--- src/rtl/scroll_defs.sv ---
// Shared definitions for the scroll controller: FSM state encodings and
// default geometry constants reused by the driver and the bench.
package scroll_defs;

  typedef enum logic [1:0] {
    ST_MANUAL = 2'd0,
    ST_AUTO   = 2'd1,
    ST_PAUSE  = 2'd2
  } scroll_state_e;

  localparam int unsigned DEF_MSG_LEN     = 16;
  localparam int unsigned DEF_DWELL_TICKS = 8;
  localparam int unsigned DEF_OFF_W       = 4;

endpackage

--- src/rtl/dwell_timer.sv ---
// Dwell counter for automatic scrolling: counts enabled ticks and flags the
// terminal count (DWELL_TICKS-1); clear and hold control it from the FSM.
module dwell_timer #(
  parameter int unsigned DWELL_TICKS = 8
) (
  input  logic clk,
  input  logic reset,
  input  logic enable,
  input  logic clear,
  input  logic hold,
  output logic terminal
);

  localparam int unsigned CNT_W = $clog2(DWELL_TICKS) + 1;
  localparam logic [CNT_W-1:0] LAST = CNT_W'(DWELL_TICKS - 1);

  logic [CNT_W-1:0] dwell_q, dwell_d;

  always_comb begin
    dwell_d = dwell_q;
    if (clear) begin
      dwell_d = '0;
    end else if (enable && !hold) begin
      dwell_d = (dwell_q == LAST) ? '0 : dwell_q + 1'b1;
    end
  end

  always_ff @(posedge clk) begin
    if (reset) begin
      dwell_q <= '0;
    end else begin
      dwell_q <= dwell_d;
    end
  end

  assign terminal = (dwell_q == LAST);

endmodule

--- src/rtl/scroll_controller.sv ---
// Scroll window sequencer: manual / auto / pause modes driving the message
// window offset. Define SCROLL_REVERSE_EN to add the dir input (decrementing scroll).
module scroll_controller
  import scroll_defs::*;
#(
  parameter int unsigned MSG_LEN     = DEF_MSG_LEN,
  parameter int unsigned DWELL_TICKS = DEF_DWELL_TICKS,
  parameter int unsigned OFF_W       = DEF_OFF_W
) (
  input  logic             clk,
  input  logic             reset,
`ifdef SCROLL_REVERSE_EN
  input  logic             dir,
`endif
  input  logic             step_pulse,
  input  logic             mode_pulse,
  input  logic             tick_en,
  output logic [OFF_W-1:0] offset,
  output logic             advance,
  output logic             auto_active,
  output logic             paused
);

  localparam logic [OFF_W-1:0] LAST_OFF = OFF_W'(MSG_LEN - 1);

  scroll_state_e    state_q, state_d;
  logic [OFF_W-1:0] offset_q, offset_d;
  logic             advance_q, advance_d;
  logic             auto_active_q, auto_active_d;
  logic             paused_q, paused_d;

  logic dwell_clear, dwell_hold, dwell_term;

  // Dwell only counts in AUTO on a cycle with no competing button event;
  // the step that pauses freezes it, and any mode change restarts it.
  assign dwell_clear = mode_pulse || (state_q == ST_MANUAL);
  assign dwell_hold  = (state_q != ST_AUTO) || step_pulse;

  dwell_timer #(
    .DWELL_TICKS(DWELL_TICKS)
  ) u_dwell (
    .clk     (clk),
    .reset   (reset),
    .enable  (tick_en),
    .clear   (dwell_clear),
    .hold    (dwell_hold),
    .terminal(dwell_term)
  );

  always_comb begin
    state_d   = state_q;
    offset_d  = offset_q;
    advance_d = 1'b0;

    unique case (state_q)
      ST_MANUAL: begin
        if (mode_pulse) state_d = ST_AUTO;
        else if (step_pulse) advance_d = 1'b1;
      end
      ST_AUTO: begin
        if (mode_pulse) state_d = ST_MANUAL;
        else if (step_pulse) state_d = ST_PAUSE;
        else if (tick_en && dwell_term) advance_d = 1'b1;
      end
      ST_PAUSE: begin
        if (mode_pulse) state_d = ST_MANUAL;
        else if (step_pulse) state_d = ST_AUTO;
      end
      default: state_d = ST_MANUAL;
    endcase

    // Wrap by explicit compare so non-power-of-2 message lengths work.
    if (advance_d) begin
`ifdef SCROLL_REVERSE_EN
      if (dir) begin
        offset_d = (offset_q == '0) ? LAST_OFF : offset_q - 1'b1;
      end else begin
        offset_d = (offset_q == LAST_OFF) ? '0 : offset_q + 1'b1;
      end
`else
      offset_d = (offset_q == LAST_OFF) ? '0 : offset_q + 1'b1;
`endif
    end

    auto_active_d = (state_d != ST_MANUAL);
    paused_d      = (state_d == ST_PAUSE);
  end

  always_ff @(posedge clk) begin
    if (reset) begin
      state_q       <= ST_MANUAL;
      offset_q      <= '0;
      advance_q     <= 1'b0;
      auto_active_q <= 1'b0;
      paused_q      <= 1'b0;
    end else begin
      state_q       <= state_d;
      offset_q      <= offset_d;
      advance_q     <= advance_d;
      auto_active_q <= auto_active_d;
      paused_q      <= paused_d;
    end
  end

  assign offset      = offset_q;
  assign advance     = advance_q;
  assign auto_active = auto_active_q;
  assign paused      = paused_q;

endmodule
--- config.mk ---
export PLATFORM = sky130hd
export DESIGN_NAME = scroll_controller
export DESIGN_NICKNAME = d
export VERILOG_FILES = /design/src/rtl/scroll_defs.sv /design/src/rtl/dwell_timer.sv /design/src/rtl/scroll_controller.sv
export SDC_FILE = /design/constraint.sdc
export NUM_CORES = 1
export LEC_CHECK = 0
export CORE_UTILIZATION = 30
export CTS_CLUSTER_SIZE = 10
export DETAILED_ROUTE_END_ITERATION = 8
export DONT_BUFFER_PORTS = 1
export SLEW_MARGIN = 20
export SYNTH_ARGS = -nofsm -noshare
export SYNTH_HDL_FRONTEND = slang
export SYNTH_SLANG_ARGS = --single-unit
--- constraint.sdc ---
create_clock -name clk -period 4.7 [get_ports clk]
set_input_delay 0.705 -clock clk [delete_from_list [all_inputs] [get_ports clk]]
set_output_delay 0.705 -clock clk [all_outputs]
set_load 0.1 [all_outputs]
# Yosys cells after proc, flatten, opt, wreduce, memory -nomap -nowiden
# Cells that the tools add are included.
# classes
addsub	2
mul	0
n_div	0
magnitude_cmp	0
eq_ne	6
n_shift	0
mux	14
bitwise	0
n_reduce_logical	8
# ops
op	count
two-way mux 2 bit	5
adder 4 x 1 -> 4 bit, second input constant	2
two-way mux 4 bit	2
one-hot mux 2 bit (3 select lines)	1
two-way mux 1 bit	5
equality test 2 bit, second input constant	2
equality test 4 x 3 -> 1 bit, second input constant	1
equality test 4 bit, second input constant	1
equality test 2 x 1 -> 1 bit, second input constant	1
logical AND 1 bit	2
zero test 2 bit	1
logical OR 1 bit	2
inequality test 2 x 1 -> 1 bit, second input constant	1
one-hot mux 1 bit (2 select lines)	1
nonzero test 2 bit	1
OR reduction 2 bit	1
zero test 1 bit	1
# word_totals
register_bits	13
latch_bits	0
ram_bits	0
rom_bits	0
in_bits	5
wordCells	36
memories	0

# Depth between registers and ports, before layout
# logic_depth
word_depth	6
mapped_depth	5

# Hierarchy
# Synthesis repeated with hierarchy kept, for this count alone.
# unflattened
hier_cells	71
area_unflattened_um2	693.2
# modules_own_cells
module	instances	cells_per_inst	area_each_um2	seq_area_each_um2
scroll_controller	1	51	501.7	180.2
dwell_timer	1	20	191.4	80.1

# Worst setup path after synthesis
# OpenSTA, ideal clock, no wires.
# synth_path
kind	register -> register
from	register offset_q[0], in the netlist offset[0]
to	register offset_q[2], in the netlist offset[2]
arrival_time_ns	1.976
required_time_ns	4.629
slack_ns	2.654
path_stages_with_launch	5
path_buffers	0
path_cell_list	dfxtp_1 > ha_1 > inv_1 > or4b_1 > a21oi_1
# synth_between
elab_chain_cells	2
elab_cells_between_ends	3
# synth_lines
item	line_no	rtl
start, declared	scroll_controller.sv:27	logic [OFF_W-1:0] offset_q, offset_d;
start signal, assigned	scroll_controller.sv:98	offset_q <= offset_d;
adder 4 x 1 -> 4 bit / equality test 4 bit (equally long branches)	scroll_controller.sv:81	offset_d = (offset_q == LAST_OFF) ? '0 : offset_q + 1'b1;
two-way mux 4 bit *	scroll_controller.sv:81	
# Every way passes the cells marked *; elsewhere a longest branch is shown, timed or not.
# A chain may end at the register's enable or synchronous reset.

# Final worst setup path
# Same ends and word-level chain as after synthesis.

==> summary.txt <==
Status - completed
Final Max Tran Viols - 0
Total number of vias - 481
Slowest-stage cell, CP - dfxtp_1
Crit path largest cell delay - 1050 ps
Power Density - 327 nW/um^2
CP required - 4910 ps
Max cap viols - 0
Worst r2r dst - offset[2]
Hold-critical path depth - 1
Routed length per placed instance - 11.4 um
Placed cell count - 91
Antenna diodes - 0
Hold Path End - offset[2]
Seq pwr share - 62.3%
Vias in the first global route - 415
Post-Place Worst Slack - 2580 ps
Clk pwr share - 32.2%
GRT Total Usage - 11.3%
Fin crit share - 45.4%
CP Data Arrival Time - 2350 ps
Clock tree root driver cell - clkbuf_4
DRC - 0
Top delay family on crit path - flip-flops
Hold_sp - reset
Fin crit period - 2130 ps
Worst Hold Class - in -> reg
Flop2flop setup slack - 2570 ps
Post-synthesis cell count - 68
FMAX - 0.468 GHz
Setup Skew - 6.11 ps
Die X - 47.0 um
Crit end category - flip-flop
Async S/R FF share, synth - 0%
Post-DRT Antenna Nets - 0
DPL Wire Length - 782 um
Num Clock Sinks - 13
Finished Cell Area - 651 sq um
DIE HEIGHT - 47.0 um
Top cell type's share of synthesized area - 42.8%
R2r worst-path depth - 4
Net Sw Frac - 28.8%
Nets - 78
Synthesized Nets - 75
Max VDD drop - 0.000133 V
CTS tree - built
Starting DRT DRC Count - 7
Post-Syn Area - 608 sq um
Logic pwr share - 5.4%
Top cells by count, synth - dfxtp_1, nor2_1, o21ai_0
Count leader, synth - dfxtp_1
Ports - 12
CP max FO - 6
Postcts setup bufs - 0
# H-tree levels - 1
Initial core utilization - 33.4%
Synth top area cells - dfxtp_1, nor2_1, mux2i_1, o21ai_0, ha_1
Die Area - 2210 sq um
GP Congestion - 0.637
Post-DP Area - 624 sq um
Post-route setup TNS - 0 ps
Grt ovf - 0
Pin count of the biggest net entering global routing - 11
Register bit total from synthesis - 13
Avg Cell Area, Syn - 8.94 sq um
CP cell instances - ha_1, inv_1, or4b_1, a21oi_1
Core area - 1820 sq um
Worst path bufs/invs - 1
Share of layout cells above drive strength 1 - 7.14%
WS Path Type - reg -> reg
First-pass GRT wire length - 1720 um
Non-Filler Instances - 95
Hold Slack - 489 ps
Final worst setup slack - 2570 ps
Unrepaired setup endpoints after global routing - false
Clk buf depth - 2
Worst Tran Pin Value - 1090 ps
Cell Int Power - 0.152 mW
Via-per-instance ratio - 5.06
Final wirelength - 1080 um
I/O Buffers - 0
Seq/Total Area, Yosys - 42.8%
CP Launch Type - flip-flop
Synth Warn # - 0
Synth cell types - 26
EDFF count, synth - 0
Post-synth top area cell - dfxtp_1
Switching power - 0.0613 mW
Post-CTS Resized - 0
FF-to-FF Start - offset[0]
Clock Latency Late Sink - 270 ps
Relative slew slack - 27.4%
Main synth FF type - dfxtp_1
Rows - 15
Fin util - 35.7%
Final Hold Fails - 0
Cts bufs inserted - 3
Area Overhead vs Synth - 7.00%
Final setup viols - 0
Worst-path clk slew - 80 ps
Cts hold-fix bufs - 0
Initial DRT Pass Iterations - 4
Antenna violations before repair - 0
LEAKAGE - 0.226 nW
Power Total - 0.213 mW
## registers in the layout (all words and copies together) (netlist names)
signal           flops
u_dwell.dwell_q      4
advance              1
offset               4
auto_active          1
state_q              2
paused               1
## worst register-to-register path, stage by stage, from the launching register on
cell	delay, ps
dfxtp_1	1050
ha_1	340
inv_1	60
or4b_1	490
a21oi_1	140
## logic make-up (layout without fill, tap and decap cells)
kind of cell / Yosys count / in the layout / synth area share, %
AOI/OAI and AO/OA: 16 / 16 / 17.1
xor gates and xnor gates: 1 / 1 / 1.44
adders and majority gates: 2 / 2 / 4.11
buffers and inverters: 4 / 6 / 3.70
DFF: 13 / 13 / 42.8
muxes: 3 / 3 / 4.94
and+or+nand+nor: 29 / 29 / 25.9
## cell usage in the layout, fill, tap and decap left out, types with 3 or more instances in the layout
cell type	instances
dfxtp_1	13
clkbuf_4	3
nand2_1	5
nor2_1	10
mux2i_1	3
a21oi_1	3
o21ai_0	6
## power by group through the flow
stage	logic (mW)	clock network, mW	registers (mW)
floorplan	0.0115	0	0.134
global placement	0.0115	0	0.135
detailed placement	0.0116	0	0.135
CTS	0.0116	0.0735	0.133
global route	0.0134	0.0759	0.133
finish	0.0115	0.0686	0.133
## layout make-up
type,count,area (sq um)
fillers,202,1170
multi-input cells,51,325
flip-flops and latches,13,260
well taps,25,31.3
clock buffers,4,26.3
inverters,2,7.51
## worst max-delay path by stage
stage | startpoint | to | slack, ps | depth (start not counted)
after CTS | offset[0] | offset[2] | 2560 | 4
after global routing | offset[0] | offset[2] | 2490 | 4
after floorplan | offset[0] | offset[2] | 2650 | 4
after global placement | offset[0] | offset[2] | 2610 | 4
final | offset[0] | offset[2] | 2570 | 4
after detailed placement | offset[0] | offset[2] | 2580 | 4
## metal layers
layer | global-route usage [%] | wire length (um) | up-vias
met3 | 4.23 | 93 | 2
met5 | 0 | 0 | -
li1 | - | - | 256
met2 | 15.6 | 429 | 14
met4 | 8.57 | 15 | 0
met1 | 14.1 | 545 | 209
No activity file was read; power rests on OpenSTA's default activity.
